==> config.mk <==
export PLATFORM = sky130hd
export DESIGN_NAME = issue_dispatch_ctrl
export DESIGN_NICKNAME = d
export VERILOG_FILES = /design/src/rtl/issue_dispatch_ctrl_pkg.sv /design/src/rtl/issue_dispatch_ctrl_port_reg.sv /design/src/rtl/issue_dispatch_ctrl.sv
export SDC_FILE = /design/constraint.sdc
export NUM_CORES = 1
export LEC_CHECK = 0
export CAP_MARGIN = 20
export CORE_ASPECT_RATIO = 1.75
export CORE_MARGIN = 2
export CORE_UTILIZATION = 40
export DETAILED_ROUTE_END_ITERATION = 16
export PLACE_DENSITY = 0.8
export SYNTH_ARGS = -nofsm -noshare
export SYNTH_HDL_FRONTEND = slang
export SYNTH_HIERARCHICAL = 1
export SYNTH_SLANG_ARGS = --single-unit
==> constraint.sdc <==
create_clock -name clk -period 3.8 [get_ports clk]
set_input_delay 0.76 -clock clk [delete_from_list [all_inputs] [get_ports clk]]
set_output_delay 0.76 -clock clk [all_outputs]
set_load 0.05 [all_outputs]
==> src/rtl/issue_dispatch_ctrl_pkg.sv <==
// Shared types for the issue stage: buffer geometry, unit classes, entry
// state, and the payload records held by the dispatch port registers.
package issue_dispatch_ctrl_pkg;

    localparam int unsigned BUF_SIZE     = 8;
    localparam int unsigned BUF_SIZE_LOG = $clog2(BUF_SIZE);

    typedef logic [BUF_SIZE_LOG-1:0] idx_t;
    typedef logic [BUF_SIZE_LOG:0]   tag_t;

    typedef enum logic [1:0] {
        UNIT_ALU    = 2'd0,
        UNIT_BRANCH = 2'd1,
        UNIT_LOAD   = 2'd2,
        UNIT_STORE  = 2'd3
    } unit_t;

    typedef enum logic [1:0] {
        S_IDLE      = 2'd0,
        S_WAITING   = 2'd1,
        S_EXECUTING = 2'd2,
        S_DONE      = 2'd3
    } e_state_t;

    typedef struct packed {
        e_state_t state;
        tag_t     tag;
        unit_t    unit;
    } entry_t;

    // Port A never carries memory ops, so its payload has no unit field.
    typedef struct packed {
        idx_t idx;
        tag_t tag;
    } pa_payload_t;

    typedef struct packed {
        idx_t  idx;
        tag_t  tag;
        unit_t unit;
    } pb_payload_t;

    function automatic logic is_mem(input unit_t u);
        return (u == UNIT_LOAD) || (u == UNIT_STORE);
    endfunction

endpackage

==> src/rtl/issue_dispatch_ctrl_port_reg.sv <==
// One valid/ready holding register for an execution port.
// Ports:
//   clk, rst_n   clock and asynchronous active-low reset
//   flush        drops the held op at the next edge
//   load_en      capture load_data (only asserted when the port is free)
//   load_data    payload to capture
//   out_ready    consumer takes the held op this cycle
//   out_valid    register holds an op
//   out_data     held payload, stable while out_valid & !out_ready
//   free         register can accept a new op this cycle
module issue_dispatch_ctrl_port_reg #(
    parameter type T = logic [7:0]
) (
    input  logic clk,
    input  logic rst_n,
    input  logic flush,
    input  logic load_en,
    input  T     load_data,
    input  logic out_ready,
    output logic out_valid,
    output T     out_data,
    output logic free
);

    logic valid_q, valid_d;
    T     data_q,  data_d;

    assign free      = !valid_q || out_ready;
    assign out_valid = valid_q;
    assign out_data  = data_q;

    always_comb begin
        valid_d = valid_q;
        data_d  = data_q;
        if (flush) begin
            valid_d = 1'b0;
        end else if (load_en) begin
            valid_d = 1'b1;
            data_d  = load_data;
        end else if (out_ready) begin
            valid_d = 1'b0;
        end
    end

    always_ff @(posedge clk or negedge rst_n) begin
        if (!rst_n) begin
            valid_q <= 1'b0;
            data_q  <= '0;
        end else begin
            valid_q <= valid_d;
            data_q  <= data_d;
        end
    end

endmodule

==> src/rtl/issue_dispatch_ctrl.sv <==
// Issue-stage dispatch: binds up to two ready candidates per cycle to port A
// (ALU/BRANCH) and port B (LOAD/STORE/ALU), reports accepted entries back to
// the buffer, and caps outstanding memory ops at MEM_MAX.
// Ports:
//   clk, rst_n                 clock, asynchronous active-low reset
//   flush                      squash held ports, suppress acceptance
//   cand_valid/idx/tag/unit    two candidates, slot 0 has priority
//   pa_valid/idx/tag, pa_ready port A valid/ready output
//   pb_valid/idx/tag/unit, pb_ready  port B valid/ready output
//   mem_done                   one memory op completed
//   issued_valid/issued_idx    combinational accept report per candidate
//   mem_inflight               outstanding memory op count
//   err_underflow              sticky: mem_done seen with count at zero
module issue_dispatch_ctrl
    import issue_dispatch_ctrl_pkg::*;
#(
    parameter int unsigned MEM_MAX = 2
) (
    input  logic                              clk,
    input  logic                              rst_n,
    input  logic                              flush,
    input  logic [1:0]                        cand_valid,
    input  logic [1:0][BUF_SIZE_LOG-1:0]      cand_idx,
    input  logic [1:0][BUF_SIZE_LOG:0]        cand_tag,
    input  unit_t [1:0]                       cand_unit,
    output logic                              pa_valid,
    output logic [BUF_SIZE_LOG-1:0]           pa_idx,
    output logic [BUF_SIZE_LOG:0]             pa_tag,
    input  logic                              pa_ready,
    output logic                              pb_valid,
    output logic [BUF_SIZE_LOG-1:0]           pb_idx,
    output logic [BUF_SIZE_LOG:0]             pb_tag,
    output unit_t                             pb_unit,
    input  logic                              pb_ready,
    input  logic                              mem_done,
    output logic [1:0]                        issued_valid,
    output logic [1:0][BUF_SIZE_LOG-1:0]      issued_idx,
    output logic [$clog2(MEM_MAX+1)-1:0]      mem_inflight,
    output logic                              err_underflow
);

    localparam int unsigned CNT_W = $clog2(MEM_MAX + 1);
    localparam logic [CNT_W:0] MEM_LIMIT = (CNT_W + 1)'(MEM_MAX);

    logic [CNT_W-1:0] mem_cnt_q, mem_cnt_d;
    logic             err_q, err_d;

    logic        pa_free, pb_free;
    logic        pa_load, pb_load;
    pa_payload_t pa_load_data, pa_data;
    pb_payload_t pb_load_data, pb_data;

    logic        c0_a, c0_b, c1_a, c1_b;
    logic        c0_mem, c1_mem, en0, en1, a1_free, b1_free;
    logic        pb_mem_held, mem_issue, mem_ok;
    logic [CNT_W:0] mem_sum;

    // An op held on B with a mem unit is already committed to the LSU, so it
    // counts against the cap even before its handshake.
    assign pb_mem_held = pb_valid && is_mem(pb_data.unit);
    assign mem_sum     = {1'b0, mem_cnt_q} + {{CNT_W{1'b0}}, pb_mem_held};
    assign mem_ok      = mem_sum < MEM_LIMIT;
    assign mem_issue   = pb_mem_held && pb_ready;

    always_comb begin
        c0_a    = 1'b0;
        c0_b    = 1'b0;
        c1_a    = 1'b0;
        c1_b    = 1'b0;
        c0_mem  = is_mem(cand_unit[0]);
        c1_mem  = is_mem(cand_unit[1]);
        en0     = rst_n && !flush && cand_valid[0];
        if (en0) begin
            if (c0_mem) begin
                c0_b = pb_free && mem_ok;
            end else if (pa_free) begin
                c0_a = 1'b1;
            end else if (cand_unit[0] == UNIT_ALU) begin
                c0_b = pb_free;
            end
        end
        a1_free = pa_free && !c0_a;
        b1_free = pb_free && !c0_b;
        en1     = rst_n && !flush && cand_valid[1]
                  && !(cand_valid[0] && (cand_idx[1] == cand_idx[0]))
                  && !(c1_mem && c0_b && c0_mem);
        if (en1) begin
            if (c1_mem) begin
                c1_b = b1_free && mem_ok;
            end else if (a1_free) begin
                c1_a = 1'b1;
            end else if (cand_unit[1] == UNIT_ALU) begin
                c1_b = b1_free;
            end
        end
    end

    assign issued_valid = {c1_a || c1_b, c0_a || c0_b};
    assign issued_idx   = cand_idx;

    assign pa_load      = c0_a || c1_a;
    assign pb_load      = c0_b || c1_b;
    assign pa_load_data = c0_a ? pa_payload_t'{cand_idx[0], cand_tag[0]}
                               : pa_payload_t'{cand_idx[1], cand_tag[1]};
    assign pb_load_data = c0_b ? pb_payload_t'{cand_idx[0], cand_tag[0], cand_unit[0]}
                               : pb_payload_t'{cand_idx[1], cand_tag[1], cand_unit[1]};

    issue_dispatch_ctrl_port_reg #(.T(pa_payload_t)) u_port_a (
        .clk       (clk),
        .rst_n     (rst_n),
        .flush     (flush),
        .load_en   (pa_load),
        .load_data (pa_load_data),
        .out_ready (pa_ready),
        .out_valid (pa_valid),
        .out_data  (pa_data),
        .free      (pa_free)
    );

    issue_dispatch_ctrl_port_reg #(.T(pb_payload_t)) u_port_b (
        .clk       (clk),
        .rst_n     (rst_n),
        .flush     (flush),
        .load_en   (pb_load),
        .load_data (pb_load_data),
        .out_ready (pb_ready),
        .out_valid (pb_valid),
        .out_data  (pb_data),
        .free      (pb_free)
    );

    assign pa_idx  = pa_data.idx;
    assign pa_tag  = pa_data.tag;
    assign pb_idx  = pb_data.idx;
    assign pb_tag  = pb_data.tag;
    assign pb_unit = pb_data.unit;

    // A handshake during flush still counts: the LSU took the op.
    always_comb begin
        mem_cnt_d = mem_cnt_q;
        err_d     = err_q;
        if (mem_issue && !mem_done) begin
            mem_cnt_d = mem_cnt_q + CNT_W'(1);
        end else if (!mem_issue && mem_done) begin
            if (mem_cnt_q == '0) begin
                err_d = 1'b1;
            end else begin
                mem_cnt_d = mem_cnt_q - CNT_W'(1);
            end
        end
    end

    always_ff @(posedge clk or negedge rst_n) begin
        if (!rst_n) begin
            mem_cnt_q <= '0;
            err_q     <= 1'b0;
        end else begin
            mem_cnt_q <= mem_cnt_d;
            err_q     <= err_d;
        end
    end

    assign mem_inflight  = mem_cnt_q;
    assign err_underflow = err_q;

endmodule

==> results.toml, run 1 <==
[clock_network]
cts_resized = 0
cts_hold_buf = 0
tritoncts = "yes"
numCtsBuffers = 3
clk_path_buf_depth = 2
ctsHtreeMaxLevel = 1
cts_root_buf = "clkbuf_8"
cts_sinks = 21
clk_pin_slew_ps = 80
insertion_delay_ps = 260
cts_setup_buffers = 0

[route]
ant_nets = 0
first_pass_iters = 2
drt_iter0_drc = 7
routed_wirelength_um = 3190
route.detailed.drc = 0
wl_per_cell_um = 15.56
viasPerCell = 5.107
vias = 1047

[pwr]
ir_worst_vdd_mv = 0.2916
p_clk_share_pct = 15.9
total_leakage_power_nw = 0.8185
p_sw_uw = 372.0
swShare_pct = 40.56
seqPwrFrac_pct = 33.2
internal_power_uw = 545.2
pwr_density_cell_nw_per_um2 = 466.0
pwr-share-comb_pct = 50.9

[timing]
tightest_slew_ps = 514.9
slew_headroom_pct = 65.57
fmax_mhz = 297.0
min_period_ps = 3367
rsz0062_at_grt = "false"
drv_slew = 0
finalSetupTns_ps = 0
skew_ps = 1.675
timing.hold.ws_ps = 460.2
finalCritPeriodShare_pct = 88.59
setup_viol = 0
hold_viol = 0

[die]
fp.dieW_um = 47.84
rows = 27
io_pins = 55
die-area_sq_um = 3861
die_h_um = 80.71
core_sq_um = 3176
start_util_pct = 42.36

[worst_setup_path]
cp_max_fo = 5
r2r_slack_ps = 1720
startpoint_type = "primary input"
cp.arrival_ps = 2610
crit_slowest_cell = "clkdlybuf4s50_1"
critPathBufInv = 2
cp_data_required_time_ps = 3040
rr_worst_depth = 6
crit_family = "compound AO/OA/AOI/OAI gates"
r2r-start = "mem_inflight[0]"
end_kind = "output pin"
crit_chain = "clkdlybuf4s50_1, nand4bb_1, a211o_1, a21bo_1, a211oi_1, buf_12"
cp.depth = 6
crit_type = "primary input to output pin"
reg2reg_to = "u_port_b/out_data[0]"
slowest_delay_ps = 480

[logic_synthesis]
synth_seq_area_share_pct = 39.07
synthCells = 108
synth_edf_count = 0
yosys.cell_types.count = 33
synth_nets = 136
syn_avg_cell_area_sq_um = 12.45
synth_area_sq_um = 1345
synth.ff_latch_count = 21
ys_warn_count = 6
ys_async_sr_fraction_pct = 100.0
synth_top_area_share_pct = 39.07
yosysTopAreaCell = "dfrtp_1"
synth-main-ff-cell = "dfrtp_1"
synth.area.top_cells = "dfrtp_1 (39%), mux2_4 (18%), mux2_2 (13%)"

[run]
cap_violations = 0

[hold_path]
hold_class = "flip-flop to flip-flop"
holdPathEnd = "err_underflow"
hold_path.startpoint = "err_underflow"
min_path_cells = 1

[finish]
areaGrowthSynthToFinish_pct = 46.33
layout_commonest_cell = "clkdlybuf4s50_1"
mostFrequentLayoutCells = "clkdlybuf4s50_1 (52), dfrtp_1 (21), mux2_2 (16), mux2_4 (16)"
drive_gt1_share_pct = 29.01
nets = 191
n_antenna_cell = 0

[grt]
grt_pass1_vias = 1078
grt_max_degree = 25
grt_pass1_wl_um = 5023
antenna_found_initial = 0
grt_remaining_overflow = 0
grt_util_all_layers_pct = 18.17

[place]
gp_congestion = 0.7829
dpl.hpwl_um = 2545
io_buffers = 54

[run_status]
status = "finished clean"
[cell usage after synthesis, types with 2 or more instances]
| master | count |
|---|---|
| nor3b_1 | 2 |
| inv_1 | 4 |
| nand4b_1 | 2 |
| nor2b_4 | 2 |
| nand3b_1 | 2 |
| o21ai_0 | 3 |
| buf_4 | 6 |
| dfrtp_1 | 21 |
| nand2_1 | 4 |
| mux2_4 | 16 |
| ha_1 | 2 |
| nor2_1 | 2 |
| xnor2_1 | 3 |
| buf_6 | 2 |
| mux2_2 | 16 |
| nand2b_1 | 2 |
| a21oi_1 | 3 |
[state kept, by name, summed over array words and instances (netlist names)]
name and flops:
err_underflow 1, u_port_a/out_valid 1, u_port_b/out_valid 1, mem_inflight 2
u_port_b/out_data 9, u_port_a/out_data 7
[power by group through the flow]
stage / clock (mW) / sequential (mW) / combinational, mW
2_1_floorplan: 0 / 0.484 / 0.125
3_3_place_gp: 0 / 0.307 / 0.464
3_5_place_dp: 0 / 0.310 / 0.468
4_1_cts: 0.152 / 0.306 / 0.470
5_1_grt: 0.165 / 0.312 / 0.486
6_report: 0.146 / 0.305 / 0.466
[metrics by stage]
step | instances | area [sq um] | power, mW | util, % | setup WS [ps]
3_5_place_dp | 201 | 1922 | 0.7777 | 60.52 | 444.7
3_3_place_gp | 201 | 1922 | 0.7701 | 60.52 | 523.7
5_1_grt | 205 | 1968 | 0.9634 | 61.98 | 345.8
4_1_cts | 205 | 1968 | 0.9278 | 61.98 | 438.9
2_1_floorplan | 108 | 1345 | 0.6087 | - | 411.6
6_report | 205 | 1968 | 0.9172 | 61.98 | 433.5
[worst register-to-register path, cell delays in order (launching register included)]
cell and delay (ps):
dfrtp_1 450, a31oi_1 280, nand2_1 90, a21bo_1 220
o22ai_1 160, nor2b_4 430, mux2_4 340
[routing by layer]
metal / share of wire, % / vias up / global-route usage (%)
met4: 1.5 / 0 / 6.486
li1: - / 492 / -
met3: 5.0 / 6 / 3.146
met5: 0 / - / 0
met1: 38 / 517 / 19.32
met2: 56 / 32 / 33.20
[cell families (layout without fill, tap and decap cells)]
logic type               after synthesis  in the layout  share of synthesized area, %
multiplexers                          32             32                         31.26
flip-flops                            21             21                         39.07
AO/OA/AOI/OAI                         13             13                         6.233
adder cells (fa/ha/maj)                2              2                         1.860
AND/OR/NAND/NOR                       25             25                         13.49
buffers and inverters                 12             66                         6.139
XOR/XNOR                               3              3                         1.954
[worst max-delay path by stage]
stage	from	to	slack [ps]
floorplan	cand_unit[1]	issued_valid[1]	410
global placement	cand_unit[1]	issued_valid[1]	520
detailed placement	cand_unit[1]	issued_valid[1]	440
CTS	cand_unit[1]	issued_valid[1]	440
global route	cand_unit[1]	issued_valid[1]	350
finish	cand_unit[1]	issued_valid[1]	430
[final cells by class]
type / instances / area [sq um]
clock buffers: 3 / 41.29
inverters: 4 / 15.01
multi-input cells: 75 / 737.0
clock inverters: 1 / 5.005
flip-flops and latches: 21 / 525.5
repair buffers: 58 / 590.6
well taps: 43 / 53.80
fillers: 288 / 1207
Power figures use the tool's default switching activity.
==> inputs of run 2 (changes only) <==
Settings changed: SETUP_SLACK_MARGIN set to 0.5, SKIP_CTS_REPAIR_TIMING set to 1.
==> results.toml, run 2 (synthesis results as in run 1) <==
[timing]
min_period_ps = 3278
timing.hold.ws_ps = 476.8
fin_ws_ps = 522.1
rsz0062_at_grt = "true"
slew_headroom_pct = 65.60
hold_viol = 0
finalSetupTns_ps = 0
tightest_slew_ps = 514.4
setup_viol = 0
skew_ps = 1.621
fmax_mhz = 305.1
finalCritPeriodShare_pct = 86.26
drv_slew = 0

[clock_network]
ctsHtreeMaxLevel = 1
clk_path_buf_depth = 2
numCtsBuffers = 3
insertion_delay_ps = 250
cts_sinks = 21
clk_pin_slew_ps = 80
cts_root_buf = "clkbuf_8"
tritoncts = "yes"

[die]
fp.dieW_um = 47.84
start_util_pct = 42.36
die-area_sq_um = 3861
io_pins = 55
core_sq_um = 3176
rows = 27
die_h_um = 80.71

[hold_path]
min_path_cells = 1
hold_class = "flip-flop to flip-flop"

[route]
route.detailed.drc = 0
ant_nets = 0
routed_wirelength_um = 3211
dr_wl_met2_um = 1801
first_pass_iters = 6
wirelength_met1_um = 1269
met3_length_um = 110
drt_iter0_drc = 5
viasPerCell = 5.019
wl_per_cell_um = 15.59
maxUsedRoutingLayer = "met4"
vias = 1034

[finish]
areaGrowthSynthToFinish_pct = 47.44
mostFrequentLayoutCells = "clkdlybuf4s50_1 (51), dfrtp_1 (21), mux2_2 (16), mux2_4 (16), buf_4 (5)"
largest_reg_flops = 9
layout_commonest_cell = "clkdlybuf4s50_1"
n_antenna_cell = 0
drive_gt1_share_pct = 30.06
nets = 192
fin_util_pct = 62.45

[grt]
grt_remaining_overflow = 0
grt_pass1_wl_um = 4864
antenna_found_initial = 0
grt_max_degree = 25
grt_util_all_layers_pct = 17.43
grt_pass1_vias = 1078

[worst_setup_path]
r2r_slack_ps = 1770
slowest_delay_ps = 510
cp_max_fo = 5
critPathBufInv = 2
cp.depth = 6
end_kind = "output pin"
cp.arrival_ps = 2520
cp_data_required_time_ps = 3040
crit_family = "compound AO/OA/AOI/OAI gates"
startpoint_type = "primary input"
crit_chain = "clkdlybuf4s50_1, nand4bb_1, a211o_1, a21bo_1, a211oi_2, buf_12"
rr_worst_depth = 6
crit_slowest_cell = "clkdlybuf4s50_1"
crit_type = "primary input to output pin"

[pwr]
total_leakage_power_nw = 0.8339
power_uw = 916.3
pwr_density_cell_nw_per_um2 = 462.1
ir_worst_vdd_mv = 0.3564

[place]
dpl.hpwl_um = 2491
io_buffers = 54
gp_congestion = 0.7742
post-place-ws_ps = 427.0

[run]
cap_violations = 0

[run_status]
status = "finished clean"
## run 2: cell types whose count changed in the layout (fill, tap and decap cells not counted), sizes merged
cell,change
dlymetal6s2s,+1
buf,+1
clkdlybuf4s50,-1
## run 2: where the power goes
part	switching [mW]	internal [mW]	leakage (nW)
Combinational	0.267	0.199	0.552
Sequential	0.0325	0.274	0.256
Clock	0.0715	0.0729	0.0255
Total	0.371	0.545	0.834
## run 2: per-stage QoR
step / instance area (sq um) / std cells
floorplan: 1350 / 108
global placement: 1912 / 199
detailed placement: 1912 / 199
CTS: 1958 / 203
global route: 1983 / 206
finish: 1983 / 206
## run 2: cell type report
type                    instances  area (sq um)
fillers                       264          1192
multi-input cells              75         742.0
repair buffers                 59         600.6
flip-flops and latches         21         525.5
well taps                      43         53.80
clock buffers                   3         41.29
inverters                       4         15.01
clock inverters                 1         5.005
## run 2: path summary, 6_finish.rpt
kind / startpoint / to
max in group asynchronous: rst_n / u_port_a/out_data[1]
min: err_underflow / err_underflow
min in group asynchronous: rst_n / u_port_a/out_valid
min reg2reg: err_underflow / err_underflow
max: cand_unit[1] / issued_valid[1]
max reg2reg: mem_inflight[0] / u_port_b/out_data[2]
## run 2: metal layers
metal | GRT usage, % | vias up
met5 | 0 | -
met4 | 7.027 | 0
met3 | 0.6742 | 2
met2 | 30.93 | 31
met1 | 20.56 | 506
li1 | - | 495
==> inputs of run 3 (changes only) <==
Settings changed: CAP_MARGIN 20 to 40.
Clock period 3.8 ns to 4.1 ns, I/O delays scaled along.
==> results.toml, run 3 (synthesis results as in run 1) <==
[worst_setup_path]
crit_chain = "clkdlybuf4s50_1, nand4bb_1, a211o_1, a21bo_1, a211oi_2, buf_12"
crit_slowest_cell = "clkdlybuf4s50_1"
cp_data_required_time_ps = 3280
startpoint_type = "primary input"
reg2reg_to = "u_port_b/out_data[7]"
cp-endpoint = "issued_valid[1]"
end_kind = "output pin"
rr_worst_depth = 6
setup.worst_path.start = "flush"
slowest_delay_ps = 580
cp.arrival_ps = 2680
crit_type = "primary input to output pin"
r2r-start = "mem_inflight[0]"
cp.depth = 6
cp_max_fo = 8
r2r_slack_ps = 2000
critPathBufInv = 2
crit_family = "compound AO/OA/AOI/OAI gates"

[place]
dpl.cell_count = 199
io_buffers = 54
placed_area_sq_um = 1907
gp_congestion = 0.7820
dpl.hpwl_um = 2456

[timing]
rsz0062_at_grt = "false"
drv_slew = 0
finalCritPeriodShare_pct = 85.30
finalSetupTns_ps = 0
slew_headroom_pct = 65.10
setup_viol = 0
hold_viol = 0
tightest_slew_ps = 521.9
skew_ps = 2.546
min_period_ps = 3497
fmax_mhz = 285.9

[route]
vias = 1024
viasPerCell = 5.044
wl_per_cell_um = 15.67
ant_nets = 0
drt_iter0_drc = 10
first_pass_iters = 2
routed_wirelength_um = 3181
route.detailed.drc = 0

[clock_network]
cts_root_buf = "clkbuf_8"
tritoncts = "yes"
clk_path_buf_depth = 2
numCtsBuffers = 3
ctsHtreeMaxLevel = 1
cts_sinks = 21
insertion_delay_ps = 260
clk_pin_slew_ps = 80

[pwr]
ir_worst_vdd_mv = 0.2659
total_leakage_power_nw = 0.8092
pwr_density_cell_nw_per_um2 = 435.4
power_uw = 852.6

[finish]
fill_cells = 277
layoutNonFillerInstCount = 203
n_antenna_cell = 0
layout_commonest_cell = "clkdlybuf4s50_1"
mostFrequentLayoutCells = "clkdlybuf4s50_1 (52), dfrtp_1 (21), mux2_2 (16), mux2_4 (16)"
areaGrowthSynthToFinish_pct = 45.58
fin_area_sq_um = 1958
largest_reg_flops = 9
drive_gt1_share_pct = 28.75
nets = 189

[run_status]
status = "finished clean"

[grt]
grt_util_all_layers_pct = 18.64
antenna_found_initial = 0
grt_max_degree = 25
grt_pass1_wl_um = 5175
grt_pass1_vias = 1112
grt_remaining_overflow = 0

[die]
start_util_pct = 42.36
rows = 27
die-area_sq_um = 3861
core_sq_um = 3176
die_h_um = 80.71
fp.dieW_um = 47.84
io_pins = 55

[run]
cap_violations = 0

[hold_path]
hold_class = "flip-flop to flip-flop"
-- run 3: worst min path at each step --
stage                   from       endpoint  slack (ps)  cells after the start
2_1_floorplan          rst_n  err_underflow         520                      0
3_3_place_gp   err_underflow  err_underflow         440                      1
3_5_place_dp   err_underflow  err_underflow         450                      1
4_1_cts        err_underflow  err_underflow         470                      1
5_1_grt        err_underflow  err_underflow         500                      1
6_report       err_underflow  err_underflow         460                      1
-- run 3: worst register-to-register path: stages (launching register included) --
cell and delay, ps:
dfrtp_1 450, a31oi_1 260, nand2_1 100, a21bo_1 220, o22ai_1 180, nor2b_4 430
mux2_4 350
-- run 3: area by class of cell --
type	instances	area [sq um]	area share, %
Inverter	4	15.01	0.7668
Clock inverter	1	5.005	0.2556
Clock buffer	3	41.29	2.109
Sequential cell	21	525.5	26.84
Tap cell	43	53.80	2.748
Multi-Input combinational cell	75	742.0	37.89
Timing Repair Buffer	56	575.6	29.39
-- run 3: per-stage QoR --
step,util (%),hold WS (ps),worst slack [ps]
2_1_floorplan,-,524.4,591.6
3_3_place_gp,60.05,440.3,575.4
3_5_place_dp,60.05,447.4,541.2
4_1_cts,61.51,465.8,522.6
5_1_grt,61.66,496.1,523.1
6_report,61.66,459.6,602.6
-- run 3: layer usage --
layer  vias up  track usage, %  wire [um]
met5         -               0          0
met4         0           8.378         61
met3         6           2.921        152
met2        32           33.33       1753
met1       501           19.89       1213
li1        485               -          -
-- run 3: power breakdown --
group          switching, mW  internal (mW)
sequential            0.0294          0.254
combinational          0.250          0.183
clock                 0.0687         0.0677
